File: src/rtl/output_port_scheduler_pkg.sv
// Shared router definitions: port indices, flit width, scheduler states and
// a small index helper used by the output-port scheduler.
package output_port_scheduler_pkg;

  localparam int N_PORTS = 5;
  localparam int PORT_N  = 0;
  localparam int PORT_S  = 1;
  localparam int PORT_W  = 2;
  localparam int PORT_E  = 3;
  localparam int PORT_L  = 4;
  localparam int FLIT_W  = 16;

  // Width of a port index / crossbar select.
  localparam int IDX_W   = 3;

  typedef enum logic [0:0] {
    IDLE   = 1'b0,
    LOCKED = 1'b1
  } sched_state_e;

  // Advance a port index by one, wrapping at n-1 back to 0.
  function automatic logic [IDX_W-1:0] wrap_inc(input logic [IDX_W-1:0] idx, input int n);
    logic [IDX_W-1:0] res;
    if (int'(idx) >= n - 1) begin
      res = {IDX_W{1'b0}};
    end else begin
      res = idx + {{(IDX_W-1){1'b0}}, 1'b1};
    end
    return res;
  endfunction

endpackage

File: src/rtl/output_port_scheduler_if.sv
// Handshake bundle between the input buffers / downstream credit return and
// one output-port scheduler.
interface output_port_scheduler_if #(
  parameter int N_IN  = 5,
  parameter int CNT_W = 4
);
  import output_port_scheduler_pkg::*;

  logic [N_IN-1:0]  req_i;
  logic [N_IN-1:0]  tail_i;
  logic             credit_inc_i;
  logic [N_IN-1:0]  read_o;
  logic [IDX_W-1:0] mux_sel_o;
  logic             valid_o;
  logic [CNT_W-1:0] credits_o;
  logic             locked_o;
  logic             err_o;

  // Side that presents requests and credits and observes the schedule.
  modport master (
    output req_i, tail_i, credit_inc_i,
    input  read_o, mux_sel_o, valid_o, credits_o, locked_o, err_o
  );

  // The scheduler itself.
  modport slave (
    input  req_i, tail_i, credit_inc_i,
    output read_o, mux_sel_o, valid_o, credits_o, locked_o, err_o
  );

endinterface

File: src/rtl/output_port_scheduler_rr_pick.sv
// Combinational round-robin picker: selects the first requester at or after
// ptr_i, wrapping from N_IN-1 back to 0.
module output_port_scheduler_rr_pick
  import output_port_scheduler_pkg::*;
#(
  parameter int N_IN = 5
) (
  input  logic [N_IN-1:0]  req_i,
  input  logic [IDX_W-1:0] ptr_i,
  output logic [N_IN-1:0]  grant_o,
  output logic [IDX_W-1:0] idx_o,
  output logic             any_o
);

  // Scan N_IN positions starting at the pointer; the first hit wins.
  always_comb begin
    grant_o = {N_IN{1'b0}};
    idx_o   = {IDX_W{1'b0}};
    any_o   = 1'b0;
    for (int k = 0; k < N_IN; k++) begin
      automatic int pos = int'(ptr_i) + k;
      if (pos >= N_IN) begin
        pos = pos - N_IN;
      end else begin
        pos = pos;
      end
      if (!any_o && (pos < N_IN) && req_i[pos]) begin
        any_o        = 1'b1;
        idx_o        = IDX_W'(pos);
        grant_o[pos] = 1'b1;
      end else begin
        any_o = any_o;
      end
    end
  end

endmodule

File: src/rtl/output_port_scheduler.sv
// Output-port scheduler: shares one crossbar output among the input buffers.
// Packets are granted round-robin and then held (wormhole) until their tail
// flit is sent; every flit consumes one downstream credit.
module output_port_scheduler
  import output_port_scheduler_pkg::*;
#(
  parameter int N_IN       = 5,
  parameter int CREDIT_MAX = 8,
  parameter int CNT_W      = 4
) (
  input  logic                    clk,
  input  logic                    reset,
  output_port_scheduler_if.slave  bus
);

  sched_state_e     state_q, state_d;
  logic [IDX_W-1:0] rr_ptr_q, rr_ptr_d;
  logic [IDX_W-1:0] owner_q, owner_d;
  logic [CNT_W-1:0] credits_q, credits_d;
  logic             err_q, err_d;

  logic [N_IN-1:0]  pick_grant_s;
  logic [IDX_W-1:0] pick_idx_s;
  logic             pick_any_s;

  logic [N_IN-1:0]  read_s;
  logic [IDX_W-1:0] sel_s;
  logic             send_s;
  logic             sent_tail_s;
  logic             credit_ok_s;

  localparam logic [CNT_W-1:0] CRED_FULL = CNT_W'(CREDIT_MAX);
  localparam logic [CNT_W-1:0] CRED_ONE  = CNT_W'(1);

  output_port_scheduler_rr_pick #(.N_IN(N_IN)) u_rr_pick (
    .req_i   (bus.req_i),
    .ptr_i   (rr_ptr_q),
    .grant_o (pick_grant_s),
    .idx_o   (pick_idx_s),
    .any_o   (pick_any_s)
  );

  assign credit_ok_s = (credits_q != {CNT_W{1'b0}});

  // Decode this cycle's pop strobe and mux select; nothing moves while reset is low.
  always_comb begin
    read_s = {N_IN{1'b0}};
    sel_s  = {IDX_W{1'b0}};
    if (reset) begin
      case (state_q)
        IDLE: begin
          if (credit_ok_s && pick_any_s) begin
            read_s = pick_grant_s;
            sel_s  = pick_idx_s;
          end else begin
            read_s = {N_IN{1'b0}};
          end
        end
        LOCKED: begin
          if (credit_ok_s && bus.req_i[owner_q]) begin
            read_s[owner_q] = 1'b1;
            sel_s           = owner_q;
          end else begin
            read_s = {N_IN{1'b0}};
          end
        end
        default: begin
          read_s = {N_IN{1'b0}};
        end
      endcase
    end else begin
      read_s = {N_IN{1'b0}};
    end
  end

  assign send_s      = |read_s;
  assign sent_tail_s = |(read_s & bus.tail_i);

  // Packet lock and round-robin pointer: a non-tail grant from IDLE locks the owner.
  always_comb begin
    state_d  = state_q;
    rr_ptr_d = rr_ptr_q;
    owner_d  = owner_q;
    case (state_q)
      IDLE: begin
        if (send_s) begin
          rr_ptr_d = wrap_inc(pick_idx_s, N_IN);
          if (!sent_tail_s) begin
            owner_d = pick_idx_s;
            state_d = LOCKED;
          end else begin
            state_d = IDLE;
          end
        end else begin
          state_d = IDLE;
        end
      end
      LOCKED: begin
        if (send_s && sent_tail_s) begin
          state_d = IDLE;
        end else begin
          state_d = LOCKED;
        end
      end
      default: begin
        state_d = IDLE;
      end
    endcase
  end

  // Credit counter: sends consume, returns refill, a return at full saturates and flags.
  always_comb begin
    credits_d = credits_q;
    err_d     = err_q;
    if (send_s && !bus.credit_inc_i) begin
      credits_d = credits_q - CRED_ONE;
    end else if (bus.credit_inc_i && !send_s) begin
      if (credits_q >= CRED_FULL) begin
        credits_d = CRED_FULL;
        err_d     = 1'b1;
      end else begin
        credits_d = credits_q + CRED_ONE;
      end
    end else begin
      credits_d = credits_q;
    end
  end

  // State, pointer, owner, credit and error registers.
  always_ff @(posedge clk or negedge reset) begin
    if (!reset) begin
      state_q   <= IDLE;
      rr_ptr_q  <= {IDX_W{1'b0}};
      owner_q   <= {IDX_W{1'b0}};
      credits_q <= CRED_FULL;
      err_q     <= 1'b0;
    end else begin
      state_q   <= state_d;
      rr_ptr_q  <= rr_ptr_d;
      owner_q   <= owner_d;
      credits_q <= credits_d;
      err_q     <= err_d;
    end
  end

  assign bus.read_o    = read_s;
  assign bus.mux_sel_o = sel_s;
  assign bus.valid_o   = send_s;
  assign bus.credits_o = credits_q;
  assign bus.locked_o  = reset && (state_q == LOCKED);
  assign bus.err_o     = err_q;

endmodule

File: src/flat_wrapper.sv
// flat-port wrapper written by rule: the top's interface ports become plain ports
module output_port_scheduler_flat import output_port_scheduler_pkg::*;
#(
  parameter int N_IN       = 5,
  parameter int CREDIT_MAX = 8,
  parameter int CNT_W      = 4
)
  (clk, reset, bus_req_i, bus_tail_i, bus_credit_inc_i, bus_read_o, bus_mux_sel_o, bus_valid_o, bus_credits_o, bus_locked_o, bus_err_o);
  output_port_scheduler_if #(.N_IN(N_IN), .CNT_W(CNT_W)) bus_i ();
  input  logic clk;
  input  logic reset;
  input wire logic [$bits(bus_i.req_i)-1:0] bus_req_i;
  input wire logic [$bits(bus_i.tail_i)-1:0] bus_tail_i;
  input wire logic [$bits(bus_i.credit_inc_i)-1:0] bus_credit_inc_i;
  output wire logic [$bits(bus_i.read_o)-1:0] bus_read_o;
  output wire logic [$bits(bus_i.mux_sel_o)-1:0] bus_mux_sel_o;
  output wire logic [$bits(bus_i.valid_o)-1:0] bus_valid_o;
  output wire logic [$bits(bus_i.credits_o)-1:0] bus_credits_o;
  output wire logic [$bits(bus_i.locked_o)-1:0] bus_locked_o;
  output wire logic [$bits(bus_i.err_o)-1:0] bus_err_o;
  assign bus_i.req_i = bus_req_i;
  assign bus_i.tail_i = bus_tail_i;
  assign bus_i.credit_inc_i = bus_credit_inc_i;
  assign bus_read_o = bus_i.read_o;
  assign bus_mux_sel_o = bus_i.mux_sel_o;
  assign bus_valid_o = bus_i.valid_o;
  assign bus_credits_o = bus_i.credits_o;
  assign bus_locked_o = bus_i.locked_o;
  assign bus_err_o = bus_i.err_o;
  output_port_scheduler #(.N_IN(N_IN), .CREDIT_MAX(CREDIT_MAX), .CNT_W(CNT_W)) u_core (.clk(clk), .reset(reset), .bus(bus_i));
endmodule
File: config.mk
export PLATFORM = sky130hd
export DESIGN_NAME = output_port_scheduler_flat
export DESIGN_NICKNAME = d
export VERILOG_FILES = /design/src/rtl/output_port_scheduler_pkg.sv /design/src/rtl/output_port_scheduler_if.sv /design/src/rtl/output_port_scheduler_rr_pick.sv /design/src/rtl/output_port_scheduler.sv /design/src/flat_wrapper.sv
export SDC_FILE = /design/constraint.sdc
export NUM_CORES = 1
export LEC_CHECK = 0
export BUFFER_PORTS_ARGS = -buffer_cell sky130_fd_sc_hd__buf_2
export CORE_UTILIZATION = 36
export DETAILED_ROUTE_END_ITERATION = 8
export PLACE_DENSITY_LB_ADDON = 0.25
export SLEW_MARGIN = 20
export SYNTH_ARGS = -nofsm -noshare
export SYNTH_HDL_FRONTEND = slang
export SYNTH_SLANG_ARGS = --single-unit
File: constraint.sdc
create_clock -name clk -period 4.2 [get_ports clk]
set_input_delay 0.42 -clock clk [delete_from_list [all_inputs] [get_ports clk]]
set_output_delay 0.42 -clock clk [all_outputs]
set_load 0.02 [all_outputs]
==> out/qor.txt, run 1 <==
Status -> finished, violations left
Failing checks -> negative setup slack
Post-Place Setup Slack -> -8.06 ps
Final setup viols -> 2
Fin crit period -> 4230 ps
Crit Reg-Reg Startpoint -> u_core.rr_ptr_q[1]
CTS tree -> yes
Routed WL -> 10900 um
# hold bufs at CTS -> 0
Post-DR vias/cell -> 6.20
Sum Neg Setup Slack -> -55.2 ps
Sequential share of the synthesized area -> 10.2%
1st-iter DRT viols -> 253
EDFF count, synth -> 0
Synthesized instance count -> 382
Die H -> 92.5 um
Share of post-route cells with drive strength above 1 -> 40.8%
Root buf cell -> clkbuf_8
Remaining global-route overflow -> 0
Worst-path maximum fanout -> 7
FP Rows -> 32
Mapped Avg Cell Area -> 7.72 um2
Die X -> 92.5 um
Setup CP Type -> reg -> reg
R2R depth -> 19
Fmax -> 0.236 GHz
Mapped Area -> 2950 um2
Critical path capture point type -> flop
R2r endpoint -> u_core.rr_ptr_q[0]
Initial Util -> 37.8%
RSZ-0062 raised after global routing -> true
Remaining DRCs -> 0
Clk buf depth -> 2
Worst slew pin tran -> 578 ps
Clk_lat worst skew -> 240 ps
Layout Skew -> 1.25 ps
Most common cell after layout, fill and taps aside -> buf_4
Fillers -> 750
Reg clk slew, reported paths -> 50 ps
H-tree levels -> 1
Detailed-router iteration count before antenna repair -> 5
Seq cells post-synth -> 12
Largest net degree at the start of global routing -> 30
GRT Total Usage -> 24.8%
Post-Synthesis Net Count -> 413
Num CTS Buffers -> 3
Clk sinks -> 12
ANT nets after route -> 0
Final GP Congestion -> 0.978
Max Cap Viol -> 0
CP required -> 4320 ps
Number of antenna violations at the first check in global routing -> 0
Final Hold Vio Count -> 0
Num ports -> 28
Primary FF master, synth -> dfrtp_1
Reg2reg setup slack -> -30 ps
Layout area overhead -> 40.8%
CP Launch Type -> flop
Crit path DAT -> 4350 ps
Total number of vias -> 3524
Number of global-route vias before repair -> 3282
DP HPWL -> 8050 um
Fin crit share -> 101%
Synth warn -> 0
Die Area -> 8560 um2
Slew margin rel. -> 61.4%
Core area -> 7810 um2
Global-route wire length before repair -> 16800 um
Most frequent cells in the layout -> buf_4 (70), nor2_1 (24), a21oi_1 (24), nand2_1 (21), buf_2 (21)
Asr flop ratio synth -> 100%
Number of port buffers -> 27
Fin worst setup slack -> -31.0 ps
Max-slew violations -> 0
Library cells used by synthesis -> 95
Antenna diodes -> 0
Final net count -> 498
Worst Hold Class -> in -> async
Wire per inst -> 19.3 um
-- final cells by class --
| class | count | area [um2] | share of cell area (%) |
|---|---|---|---|
| repair buffers | 104 | 812 | 19.5 |
| multi-input cells | 326 | 2780 | 66.8 |
| well taps | 102 | 128 | 3.07 |
| flip-flops and latches | 12 | 304 | 7.32 |
| inverters | 20 | 80.1 | 1.93 |
| clock buffers | 4 | 55.1 | 1.32 |
-- critical path: stages, from the launching register on --
cell and delay, ps:
dfrtp_2 420, inv_4 70, buf_4 150, ha_1 290, or2_4 320, buf_4 160
o31ai_2 290, a21o_1 210, o31ai_4 100, a211o_2 350, buf_4 160, nor4_1 300
a311o_1 190, a22o_1 190, nor4_4 50, buf_4 150, buf_4 120, buf_6 110
nor2_4 160, mux2_4 310
-- worst max path at each step --
stage | endpoint | startpoint | slack (ps) | cells past startpoint
2_1_floorplan | u_core.owner_q[0] | u_core.rr_ptr_q[2] | 4 | 14
3_5_place_dp | bus_valid_o | u_core.rr_ptr_q[1] | -8 | 15
6_report | u_core.rr_ptr_q[0] | u_core.rr_ptr_q[1] | -30 | 19
4_1_cts | bus_valid_o | u_core.rr_ptr_q[1] | -80 | 16
5_1_grt | bus_valid_o | u_core.rr_ptr_q[1] | -220 | 17
3_3_place_gp | bus_valid_o | u_core.rr_ptr_q[2] | 50 | 14
-- registers in the layout, summed over array words and instances, names as in the netlist, named ones only --
signal                flops
u_core.bus.credits_o      4
u_core.owner_q            3
u_core.rr_ptr_q           3
u_core.bus.err_o          1
-- cells by family after synthesis --
family,after synthesis,synth area share (%)
fa+ha+maj,18,7.89
mux,14,6.32
flops,12,10.2
compound gates,144,37.5
simple gates,144,29.2
buf+inv,45,7.08
xor+xnor,5,1.74
-- synth_stat cells (4+ instances only) --
library cell / instances / area (um2)
a21oi_1: 26 / 130
nand2_1: 25 / 93.8
nor2_1: 24 / 90.1
o21ai_0: 20 / 100
inv_1: 18 / 67.6
ha_1: 17 / 213
nand3_1: 17 / 85.1
buf_2: 11 / 55.1
dfrtp_1: 11 / 275
clkbuf_1: 10 / 37.5
nor4_1: 10 / 62.6
nor3_1: 9 / 45.0
a31oi_1: 8 / 50.1
nand2b_1: 8 / 50.1
nor2b_1: 8 / 50.1
a211o_1: 6 / 52.6
a211oi_1: 6 / 45.0
a21o_1: 6 / 45.0
and2_1: 6 / 37.5
mux2i_1: 6 / 60.1
o31ai_1: 6 / 45.0
a211oi_2: 5 / 62.6
o211ai_1: 5 / 37.5
a22o_1: 4 / 35.0
a41oi_1: 4 / 35.0
nor3b_1: 4 / 30.0
o21ai_1: 4 / 20.0
xnor2_1: 4 / 35.0
-- per-layer routing --
layer / vias up / routed length [um] / global-route usage, %
li1: 1658 / - / -
met1: 1700 / 4670 / 31.5
met2: 134 / 5210 / 41.4
met3: 32 / 597 / 2.79
met4: 0 / 467 / 12.5
met5: - / 0 / 0
-- repair_timing --
| action | 4_1_cts | 5_1_grt |
|---|---|---|
| cloned | 0 | 1 |
| endpoints found under the setup margin | 10 | 19 |
| gates resized for setup | 19 | 48 |
| setup buffers | 16 | 12 |
| pin swaps | 17 | 22 |
-- through the flow --
| stage | area [um2] | hold WS (ps) | std cells | util (%) |
|---|---|---|---|---|
| floorplan | 3030 | 124 | 382 | - |
| global placement | 3520 | 358 | 535 | 45.1 |
| detailed placement | 3520 | 371 | 535 | 45.1 |
| CTS | 3820 | 108 | 555 | 49.0 |
| global route | 4160 | 111 | 568 | 53.2 |
| finish | 4160 | 108 | 568 | 53.2 |
Power of run 1 is left out: the tool's default activity adds up to more than one toggle a clock period on the data nets, which glitch-free logic cannot reach.
==> run 2, diff against run 1 <==
Settings changed: CORE_ASPECT_RATIO set to 1.4, CORE_MARGIN set to 2.
==> run 2 against run 1 <==
Compared with the run above: the flow still finishes with violations (negative setup slack); final cell count increased by 2.5%; sequential share of layout area decreased by 0.12 points; routed wire length increased by 2.6%; final area increased by 1.7%; via count increased by 0.48%; count of clock-buffer cells in the layout unchanged; global-route usage decreased by 0.29 points; core utilization decreased by 0.73 points; clock skew increased by 0.52 ps; hold slack got worse by 12 ps; setup slack got worse by 32 ps; highest routed layer unchanged.
==> out/qor.txt, run 2 (synthesis results as in run 1) <==
Global-route wire length before repair -> 17400 um
Fin crit period -> 4260 ps
Status -> finished, violations left
Global route hottest layer -> met2
Failing checks -> negative setup slack
CP required -> 3780 ps
RSZ-0062 raised after global routing -> true
Final Hold Vio Count -> 0
1st-iter DRT viols -> 218
Layout area overhead -> 43.3%
Max Cap Viol -> 0
Fin worst setup slack -> -62.7 ps
Max FFs per register -> 4
Die Area -> 8950 um2
Crit path DAT -> 3840 ps
Largest net degree at the start of global routing -> 30
Reg clk slew, reported paths -> 50 ps
Remaining DRCs -> 0
Core area -> 8050 um2
CP Launch Type -> flop
Fmax -> 0.235 GHz
Clk sinks -> 12
Initial Util -> 36.6%
Root buf cell -> clkbuf_16
Post-Place Setup Slack -> -40.1 ps
Share of post-route cells with drive strength above 1 -> 41.0%
Routed WL -> 11200 um
CTS tree -> yes
H-tree levels -> 1
Fin crit share -> 101%
Num ports -> 28
Met1 usage -> 27.6%
Number of antenna violations at the first check in global routing -> 0
Total number of vias -> 3541
Number of port buffers -> 27
Final net count -> 512
Clk_lat worst skew -> 240 ps
Die H -> 111 um
DP HPWL -> 8660 um
Finished Cell Area -> 4230 um2
Clk buf depth -> 2
Num CTS Buffers -> 3
Worst Hold Class -> in -> async
Antenna diodes -> 0
ANT nets after route -> 0
Final setup viols -> 2
Met3 global-route usage -> 1.55%
Detailed-router iteration count before antenna repair -> 5
Cell Area, Placed -> 3730 um2
FP Rows -> 39
Sum Neg Setup Slack -> -74.6 ps
Wire per inst -> 19.3 um
Worst-path maximum fanout -> 10
Die X -> 80.5 um
Worst slew pin tran -> 503 ps
GRT Total Usage -> 24.5%
Max-slew violations -> 0
Final GP Congestion -> 1.00
Most common cell after layout, fill and taps aside -> buf_4
Critical path capture point type -> primary output
Remaining global-route overflow -> 0
Number of global-route vias before repair -> 3460
Most frequent cells in the layout -> buf_4 (86), a21oi_1 (25), nor2_1 (24), nand2_1 (23), buf_2 (23)
# hold bufs at CTS -> 0
GR Util met2 -> 44.7%
Layout Skew -> 1.77 ps
Setup CP Type -> reg -> out
Post-DR vias/cell -> 6.08
Slew margin rel. -> 66.3%
run 2: metal layers:
| layer | share of wire [%] | vias to the layer above |
|---|---|---|
| met5 | 0 | - |
| met4 | 5.8 | 0 |
| met3 | 3.3 | 48 |
| met2 | 52 | 132 |
| met1 | 39 | 1683 |
| li1 | - | 1678 |
run 2: path summary, 6_finish.rpt:
kind	slack, ps	to	cells after the start	startpoint
max	-60	bus_valid_o	16	u_core.rr_ptr_q[0]
min in group clk	480	u_core.bus.err_o	1	u_core.bus.err_o
max reg2reg	-10	u_core.bus.credits_o[3]	18	u_core.rr_ptr_q[0]
min	100	async pin	1	reset
max in group asynchronous	3780	u_core.bus.credits_o[3]	1	reset
min reg2reg	480	u_core.bus.err_o	1	u_core.bus.err_o
run 2: what timing repair did:
action / CTS / global route
resized for setup: 13 / 36
endpoints found under the setup margin: 5 / 14
pin swaps: 13 / 18
endpoints found under the hold margin: 0 / 0
setup buffers: 11 / 9
run 2: area by class of cell:
class	instances	area (um2)
clock buffer	4	88.8
sequential	12	304
multi-input combinational	325	2700
fill	748	3820
tap	102	128
inverter	20	85.1
timing repair buffer	119	921
run 2: worst max-delay path: stages (launching register included):
cell       delay [ps]
dfrtp_1           400
buf_4             190
ha_2              250
a211oi_4          320
mux2i_4           340
mux2i_1           260
a21o_1            200
a21oi_4            80
buf_12            140
a2111oi_4         300
buf_4             200
a21oi_4            60
a22o_1            270
nor4_4            280
buf_4             170
inv_4              30
buf_6             120
run 2: per-stage QoR:
stage | hold slack, ps | util [%] | instances
2_1_floorplan | 124 | - | 382
3_3_place_gp | 356 | 46.4 | 558
3_5_place_dp | 360 | 46.4 | 558
4_1_cts | 98.2 | 49.4 | 573
5_1_grt | 123 | 52.5 | 582
6_report | 96.7 | 52.5 | 582
Power of run 2 is left out for the same reason.
